[config.mk]
export PLATFORM = sky130hd
export DESIGN_NAME = sevenseg_scan_driver_flat
export DESIGN_NICKNAME = d
export VERILOG_FILES = /design/src/rtl/sevenseg_pkg.sv /design/src/rtl/sevenseg_scan_driver_if.sv /design/src/rtl/hex_to_sevenseg.sv /design/src/rtl/sevenseg_scan_driver.sv /design/src/flat_wrapper.sv
export SDC_FILE = /design/constraint.sdc
export NUM_CORES = 1
export LEC_CHECK = 0
export ABC_CLOCK_PERIOD_IN_PS = 2780
export CORE_MARGIN = 5
export CORE_UTILIZATION = 50
export DETAILED_ROUTE_END_ITERATION = 10
export GPL_TIMING_DRIVEN = 1
export PLACE_DENSITY = 0.82
export SLEW_MARGIN = 25
export SYNTH_ARGS = -nofsm -noshare
export SYNTH_HDL_FRONTEND = slang
export SYNTH_SLANG_ARGS = --single-unit
[constraint.sdc]
create_clock -name clk -period 2.78 [get_ports clk]
set_input_delay 0.556 -clock clk [delete_from_list [all_inputs] [get_ports clk]]
set_output_delay 0.556 -clock clk [all_outputs]
set_load 0.02 [all_outputs]
[src/rtl/sevenseg_pkg.sv]
// Shared constants and hex decode table for the seven-segment display drivers.
// Segment vectors are active-low and written g..a (bit 6 = g, bit 0 = a).
package sevenseg_pkg;

  localparam int unsigned NUM_DIGITS = 4;
  localparam int unsigned IDX_W      = 2;
  localparam int unsigned NIB_W      = 4;
  localparam int unsigned SEG_W      = 7;
  localparam int unsigned VAL_W      = NUM_DIGITS * NIB_W;

  typedef logic [SEG_W-1:0]      seg_t;
  typedef logic [IDX_W-1:0]      idx_t;
  typedef logic [NUM_DIGITS-1:0] an_t;
  typedef logic [NIB_W-1:0]      nib_t;
  typedef logic [VAL_W-1:0]      val_t;

  localparam seg_t SEG_BLANK = 7'h7F;
  localparam an_t  AN_OFF    = 4'hF;

  // Index 0 is the rightmost entry of the concatenation.
  localparam logic [15:0][SEG_W-1:0] HEX_TABLE = {
    7'h0E,  // F
    7'h06,  // E
    7'h21,  // d
    7'h46,  // C
    7'h03,  // b
    7'h08,  // A
    7'h10,  // 9
    7'h00,  // 8
    7'h78,  // 7
    7'h02,  // 6
    7'h12,  // 5
    7'h19,  // 4
    7'h30,  // 3
    7'h24,  // 2
    7'h79,  // 1
    7'h40   // 0
  };

  function automatic seg_t hex_decode(input nib_t nib);
    return HEX_TABLE[nib];
  endfunction

endpackage

[src/rtl/sevenseg_scan_driver_if.sv]
// Value/load/enable inputs and pin-level outputs of the scanned display driver.
interface sevenseg_scan_driver_if;
  import sevenseg_pkg::*;

  val_t                  value;
  logic                  load;
  logic [NUM_DIGITS-1:0] digit_en;
  seg_t                  seg;
  an_t                   an;
  idx_t                  digit_idx;
  logic                  frame_done;

  modport master (
    output value, load, digit_en,
    input  seg, an, digit_idx, frame_done
  );

  modport slave (
    input  value, load, digit_en,
    output seg, an, digit_idx, frame_done
  );

endinterface

[src/rtl/hex_to_sevenseg.sv]
// Combinational hex nibble to active-low seven-segment pattern (g..a).
module hex_to_sevenseg
  import sevenseg_pkg::*;
(
  input  nib_t nib,
  output seg_t seg_c
);

  assign seg_c = hex_decode(nib);

endmodule

[src/rtl/sevenseg_scan_driver.sv]
// Four-digit multiplexed seven-segment driver with post-advance blanking
// and value updates deferred to the 3->0 frame wrap.
module sevenseg_scan_driver
  import sevenseg_pkg::*;
#(
  parameter int unsigned CLK_HZ       = 100_000_000,
  parameter int unsigned DIGIT_HZ     = 4000,
  parameter int unsigned BLANK_CYCLES = 1000
) (
  input  logic                   clk,
  input  logic                   reset,
  sevenseg_scan_driver_if.slave  bus
);

  localparam int unsigned DIV = CLK_HZ / DIGIT_HZ;
  localparam int unsigned PW  = (DIV > 1) ? $clog2(DIV) : 1;
  localparam int unsigned BW  = (BLANK_CYCLES > 0) ? $clog2(BLANK_CYCLES + 1) : 1;

  localparam logic [PW-1:0] PRE_MAX    = PW'(DIV - 1);
  localparam logic [BW-1:0] BLANK_INIT = BW'(BLANK_CYCLES);
  localparam idx_t          IDX_LAST   = IDX_W'(NUM_DIGITS - 1);

  logic [PW-1:0] pre_q,   pre_d;
  idx_t          idx_q,   idx_d;
  logic [BW-1:0] blank_q, blank_d;
  val_t          disp_q,  disp_d;
  val_t          pend_q,  pend_d;
  logic          pv_q,    pv_d;
  seg_t          seg_q,   seg_d;
  an_t           an_q,    an_d;
  idx_t          didx_q;
  logic          fd_q,    fd_d;

  logic tick;
  logic wrap;
  logic blanked;
  nib_t nib;
  seg_t dec_c;

  hex_to_sevenseg u_dec (
    .nib   (nib),
    .seg_c (dec_c)
  );

  // State and output registers.
  always_ff @(posedge clk or posedge reset) begin
    if (reset) begin
      pre_q   <= '0;
      idx_q   <= '0;
      blank_q <= BLANK_INIT;
      disp_q  <= '0;
      pend_q  <= '0;
      pv_q    <= 1'b0;
      seg_q   <= SEG_BLANK;
      an_q    <= AN_OFF;
      didx_q  <= '0;
      fd_q    <= 1'b0;
    end else begin
      pre_q   <= pre_d;
      idx_q   <= idx_d;
      blank_q <= blank_d;
      disp_q  <= disp_d;
      pend_q  <= pend_d;
      pv_q    <= pv_d;
      seg_q   <= seg_d;
      an_q    <= an_d;
      didx_q  <= idx_q;
      fd_q    <= fd_d;
    end
  end

  // Next-state: prescaler, scan index, blank interval and tear-free value update.
  always_comb begin
    tick    = (pre_q == PRE_MAX);
    wrap    = tick && (idx_q == IDX_LAST);
    pre_d   = tick ? '0 : pre_q + PW'(1);
    idx_d   = idx_q;
    blank_d = blank_q;
    disp_d  = disp_q;
    pend_d  = pend_q;
    pv_d    = pv_q;
    fd_d    = wrap;

    if (tick) begin
      idx_d   = idx_q + IDX_W'(1);
      blank_d = BLANK_INIT;
    end else if (blank_q != '0) begin
      blank_d = blank_q - BW'(1);
    end

    // A load landing on the wrap bypasses pend; any older pending value is dropped.
    if (bus.load) begin
      if (wrap) begin
        disp_d = bus.value;
        pv_d   = 1'b0;
      end else begin
        pend_d = bus.value;
        pv_d   = 1'b1;
      end
    end else if (wrap && pv_q) begin
      disp_d = pend_q;
      pv_d   = 1'b0;
    end
  end

  // Pin values for the digit currently selected by idx_q.
  always_comb begin
    nib     = disp_q[{idx_q, 2'b00} +: NIB_W];
    blanked = (blank_q != '0) || !bus.digit_en[idx_q];
    an_d    = AN_OFF;
    seg_d   = SEG_BLANK;
    if (!blanked) begin
      an_d  = ~(NUM_DIGITS'(1) << idx_q);
      seg_d = dec_c;
    end
  end

  assign bus.seg        = seg_q;
  assign bus.an         = an_q;
  assign bus.digit_idx  = didx_q;
  assign bus.frame_done = fd_q;

endmodule
[src/flat_wrapper.sv]
// flat-port wrapper written by rule: the top's interface ports become plain ports
module sevenseg_scan_driver_flat import sevenseg_pkg::*;
#(
  parameter int unsigned CLK_HZ       = 100_000_000,
  parameter int unsigned DIGIT_HZ     = 4000,
  parameter int unsigned BLANK_CYCLES = 1000
)
  (clk, reset, bus_value, bus_load, bus_digit_en, bus_seg, bus_an, bus_digit_idx, bus_frame_done);
  sevenseg_scan_driver_if bus_i ();
  input  logic clk;
  input  logic reset;
  input wire logic [$bits(bus_i.value)-1:0] bus_value;
  input wire logic [$bits(bus_i.load)-1:0] bus_load;
  input wire logic [$bits(bus_i.digit_en)-1:0] bus_digit_en;
  output wire logic [$bits(bus_i.seg)-1:0] bus_seg;
  output wire logic [$bits(bus_i.an)-1:0] bus_an;
  output wire logic [$bits(bus_i.digit_idx)-1:0] bus_digit_idx;
  output wire logic [$bits(bus_i.frame_done)-1:0] bus_frame_done;
  assign bus_i.value = bus_value;
  assign bus_i.load = bus_load;
  assign bus_i.digit_en = bus_digit_en;
  assign bus_seg = bus_i.seg;
  assign bus_an = bus_i.an;
  assign bus_digit_idx = bus_i.digit_idx;
  assign bus_frame_done = bus_i.frame_done;
  sevenseg_scan_driver #(.CLK_HZ(CLK_HZ), .DIGIT_HZ(DIGIT_HZ), .BLANK_CYCLES(BLANK_CYCLES)) u_core (.clk(clk), .reset(reset), .bus(bus_i));
endmodule
==> flow_metrics.env, run 1 <==
export IMPL_run_status="finished, final reports clean"
export IMPL_routed_via_count=2332
export IMPL_ranking_of_synthesized_cells_by_area="sky130_fd_sc_hd__dfrtp_1, sky130_fd_sc_hd__mux2_2, sky130_fd_sc_hd__dfstp_2"
export IMPL_holdBufCountCts=0
export IMPL_hold_path_class="flop to flop"
export IMPL_worst_slew_pin_slew_ns=0.7419
export IMPL_postSynthAreaPerCell_um2=12.50
export IMPL_buffer_count_from_post_cts_setup_fixing=0
export IMPL_detail_route_first_pass_iterations=4
export IMPL_power_density_nw_per_um2=480.9
export IMPL_synth_seq_area_share_pct=50.46
export IMPL_clk_transition_reported_paths_ns=0.08
export IMPL_cts_buffers_inserted=9
export IMPL_number_of_nets_in_the_final_layout=376
export IMPL_grt_use_total_pct=15.74
export IMPL_ioPinCount=37
export IMPL_syn_nets=333
export IMPL_effective_utilization_at_floorplan_pct=51.18
export IMPL_max_slew_margin_rel_pct=50.08
export IMPL_timing_critical_path_to_type="flop"
export IMPL_p_comb_share_pct=7.1
export IMPL_drcViolationCount=0
export IMPL_timing_final_crit_period_ns=2.564
export IMPL_cp_arrival_ns=2.82
export IMPL_antenna_cells=0
export IMPL_final_util_pct=60.26
export IMPL_cts_tree="yes"
export IMPL_detailedPlacementHpwl_um=4682
export IMPL_synth_edff_count=0
export IMPL_largest_net_degree_at_the_start_of_global_routing=28
export IMPL_htree_num_levels=3
export IMPL_clock_tree_buffer_depth=2
export IMPL_die_height_um=96.17
export IMPL_cap_violations=0
export IMPL_ys_types=51
export IMPL_worst_ep_required_time_ns=3.04
export IMPL_synth_area_um2=3712
export IMPL_crit_path_max_fanout=11
export IMPL_clock_power_share_pct=39.6
export IMPL_grt_overflow_total=0
export IMPL_ys_warnings_count=0
export IMPL_antenna_found_initial=0
export IMPL_peakVddDrop_uv=268.1
export IMPL_setup_violations=0
export IMPL_grt_pass1_wl_um=11160
export IMPL_place_port_buffers=36
export IMPL_power_switching_uw=467.7
export IMPL_vias_per_cell=5.252
export IMPL_drive_above_1_share_pct=30.14
export IMPL_synth_top_flop_cell="sky130_fd_sc_hd__dfrtp_1"
export IMPL_fillers=587
export IMPL_hold_violations=0
export IMPL_flow_area_growth_from_synthesis_pct=17.73
export IMPL_postRouteAntennaNets=0
export IMPL_timing_fmax_mhz=390.0
export IMPL_p_sw_share_pct=22.25
export IMPL_number_of_global_route_vias_before_repair=2442
export IMPL_ys_ff_latch=74
export IMPL_routedWlPerCell_um=14.85
export IMPL_seqPwrFrac_pct=53.3
export IMPL_cp_start_kind="flop"
export IMPL_cell_internal_pwr_mw=1.634
export IMPL_clock_sink_count=74
export IMPL_row_count=31
export IMPL_layout_worst_path_cycle_share_pct=92.24
export IMPL_finClkSkew_ns=0.01020
export IMPL_floorplan_die_width_um=96.17
export IMPL_ffs_w_async_s_r_synth_pct=100.0
export IMPL_initialDrtViolationCount=44
export IMPL_placeableCoreArea_um2=7253
export IMPL_setup_repair_after_global_routing_missed_its_margin="false"
export IMPL_floorplan_die_area_um2=9248
export IMPL_timing_max_transition_violations_final=0
export IMPL_critPathKind="flop to flop"
export IMPL_gp_congestion=0.8300
export IMPL_totalNegativeSetupSlack_ns=0
export IMPL_worst_skew_pair_late_latency_ns=0.35
export IMPL_synth_largest_area_cell="sky130_fd_sc_hd__dfrtp_1"
export IMPL_post_cts_resized_instances=0
export IMPL_leakagePower_nw=1.921
export IMPL_post_synth_inst_count=297
export IMPL_synthDominantCellAreaShare_pct=38.42
export IMPL_totalWireLength_um=6595
export IMPL_clock_root_cell="sky130_fd_sc_hd__clkbuf_8"
[synth_stat cells, types with 2 or more instances]
master / instances
sky130_fd_sc_hd__buf_2: 4
sky130_fd_sc_hd__o21ai_0: 2
sky130_fd_sc_hd__dfstp_2: 17
sky130_fd_sc_hd__nand2_1: 22
sky130_fd_sc_hd__o211ai_2: 3
sky130_fd_sc_hd__or3_1: 2
sky130_fd_sc_hd__inv_1: 8
sky130_fd_sc_hd__dfrtp_1: 57
sky130_fd_sc_hd__nand4_1: 3
sky130_fd_sc_hd__nand3b_1: 3
sky130_fd_sc_hd__ha_1: 13
sky130_fd_sc_hd__nor3_1: 2
sky130_fd_sc_hd__mux4_2: 2
sky130_fd_sc_hd__buf_4: 2
sky130_fd_sc_hd__nor2_1: 23
sky130_fd_sc_hd__xor2_1: 15
sky130_fd_sc_hd__o21a_1: 3
sky130_fd_sc_hd__nand2b_1: 6
sky130_fd_sc_hd__xnor2_1: 9
sky130_fd_sc_hd__buf_6: 3
sky130_fd_sc_hd__nand4b_1: 2
sky130_fd_sc_hd__a21o_1: 2
sky130_fd_sc_hd__nand3_1: 9
sky130_fd_sc_hd__mux4_1: 3
sky130_fd_sc_hd__mux2_2: 50
sky130_fd_sc_hd__nor4b_1: 4
sky130_fd_sc_hd__clkbuf_1: 4
[registers in the layout, summed over array words and instances (netlist names)]
| register | flops |
|---|---|
| u_core.pv_q | 1 |
| u_core.bus.seg | 7 |
| u_core.blank_q | 10 |
| u_core.bus.frame_done | 1 |
| u_core.disp_q | 16 |
| u_core.idx_q | 2 |
| u_core.bus.an | 4 |
| u_core.pend_q | 16 |
| u_core.pre_q | 15 |
| u_core.bus.digit_idx | 2 |
[power by group through the flow]
stage | logic [mW] | clock network (mW) | registers [mW]
floorplan | 0.0812 | 0 | 1.14
global placement | 0.148 | 0 | 1.14
detailed placement | 0.151 | 0 | 1.14
CTS | 0.152 | 0.856 | 1.12
global route | 0.163 | 0.898 | 1.12
finish | 0.148 | 0.833 | 1.12
[cells by family (layout without fill, tap and decap cells)]
family,count (synthesis),count (layout),synth area share [%]
flops,74,74,50.46
simple gates,88,88,12.84
mux,56,56,18.77
fa+ha+maj,13,13,4.382
xor+xnor,24,24,5.663
compound gates,20,20,4.449
buf+inv,22,70,3.437
[metal layers]
metal | vias up | share of wire [%] | global-route usage [%]
met2 | 43 | 47 | 24.50
met4 | 0 | 2.1 | 8.768
li1 | 1123 | - | -
met1 | 1156 | 47 | 20.62
met3 | 10 | 4.3 | 2.971
met5 | - | 0 | 0
[cells in the final DEF, fill, tap and decap left out, types with 3 or more instances in the layout]
cell / netlist / final
sky130_fd_sc_hd__ha_1: 13 / 13
sky130_fd_sc_hd__dfstp_2: 17 / 17
sky130_fd_sc_hd__buf_4: 2 / 10
sky130_fd_sc_hd__xnor2_1: 9 / 9
sky130_fd_sc_hd__o211ai_2: 3 / 3
sky130_fd_sc_hd__nor4b_1: 4 / 4
sky130_fd_sc_hd__nand3b_1: 3 / 3
sky130_fd_sc_hd__nand2_1: 22 / 22
sky130_fd_sc_hd__clkbuf_8: 1 / 10
sky130_fd_sc_hd__clkdlybuf4s50_1: 0 / 36
sky130_fd_sc_hd__inv_1: 8 / 7
sky130_fd_sc_hd__nor2_1: 23 / 23
sky130_fd_sc_hd__mux2_2: 50 / 50
sky130_fd_sc_hd__dfrtp_1: 57 / 57
sky130_fd_sc_hd__mux4_1: 3 / 3
sky130_fd_sc_hd__nand3_1: 9 / 9
sky130_fd_sc_hd__o21a_1: 3 / 3
sky130_fd_sc_hd__nand4_1: 3 / 3
sky130_fd_sc_hd__xor2_1: 15 / 15
sky130_fd_sc_hd__nand2b_1: 6 / 6
[cell type report]
class / instances / area (µm²) / area share (%)
Sequential cell: 74 / 1873 / 42.86
Multi-Input combinational cell: 201 / 1712 / 39.16
Timing Repair Buffer: 46 / 435.4 / 9.963
Clock buffer: 12 / 145.1 / 3.321
Tap cell: 99 / 123.9 / 2.834
Clock inverter: 4 / 51.30 / 1.174
Inverter: 8 / 30.03 / 0.6871
[path summary, 6_finish.rpt]
kind,slack (ns),cells after the start,end,start
max,0.22,5,u_core.bus.seg[2],u_core.blank_q[4]
min,0.49,1,u_core.pre_q[0],u_core.pre_q[0]
max reg2reg,0.22,5,u_core.bus.seg[2],u_core.blank_q[4]
min reg2reg,0.49,1,u_core.pre_q[0],u_core.pre_q[0]
max in group asynchronous,1.50,3,u_core.pre_q[1],reset
min in group asynchronous,0.55,2,u_core.pv_q,reset
[stage by stage]
stage | instances | worst slack [ns] | area (µm²) | total power, mW | hold WS [ns]
6_report | 444 | 0.2156 | 4370 | 2.102 | 0.4939
5_1_grt | 444 | 0.1351 | 4370 | 2.184 | 0.5240
4_1_cts | 444 | 0.2161 | 4370 | 2.129 | 0.4935
3_5_place_dp | 428 | 0.2311 | 4174 | 1.292 | 0.4787
3_3_place_gp | 428 | 0.2972 | 4174 | 1.286 | 0.4715
2_1_floorplan | 297 | 0.3685 | 3712 | 1.226 | 0.4062
[critical path, cell delays in order, from the launching register on]
cell                       delay [ns]
sky130_fd_sc_hd__dfrtp_1         0.42
sky130_fd_sc_hd__or4_4           0.56
sky130_fd_sc_hd__or4b_1          0.52
sky130_fd_sc_hd__or3_1           0.47
sky130_fd_sc_hd__nor2b_4         0.33
sky130_fd_sc_hd__o221ai_1        0.18
No activity file was read; power rests on OpenSTA's default activity.
==> inputs of run 2 (changes only) <==
--- a/config.mk
+++ b/config.mk
@@ -8,6 +8,7 @@
 export ABC_CLOCK_PERIOD_IN_PS = 2780
 export CORE_MARGIN = 5
 export CORE_UTILIZATION = 50
+export CTS_CLUSTER_DIAMETER = 200
 export DETAILED_ROUTE_END_ITERATION = 10
 export GPL_TIMING_DRIVEN = 1
 export PLACE_DENSITY = 0.82
==> results of run 2 <==
Same layout as run 1: the final DEF is identical, and so are final timing and power.
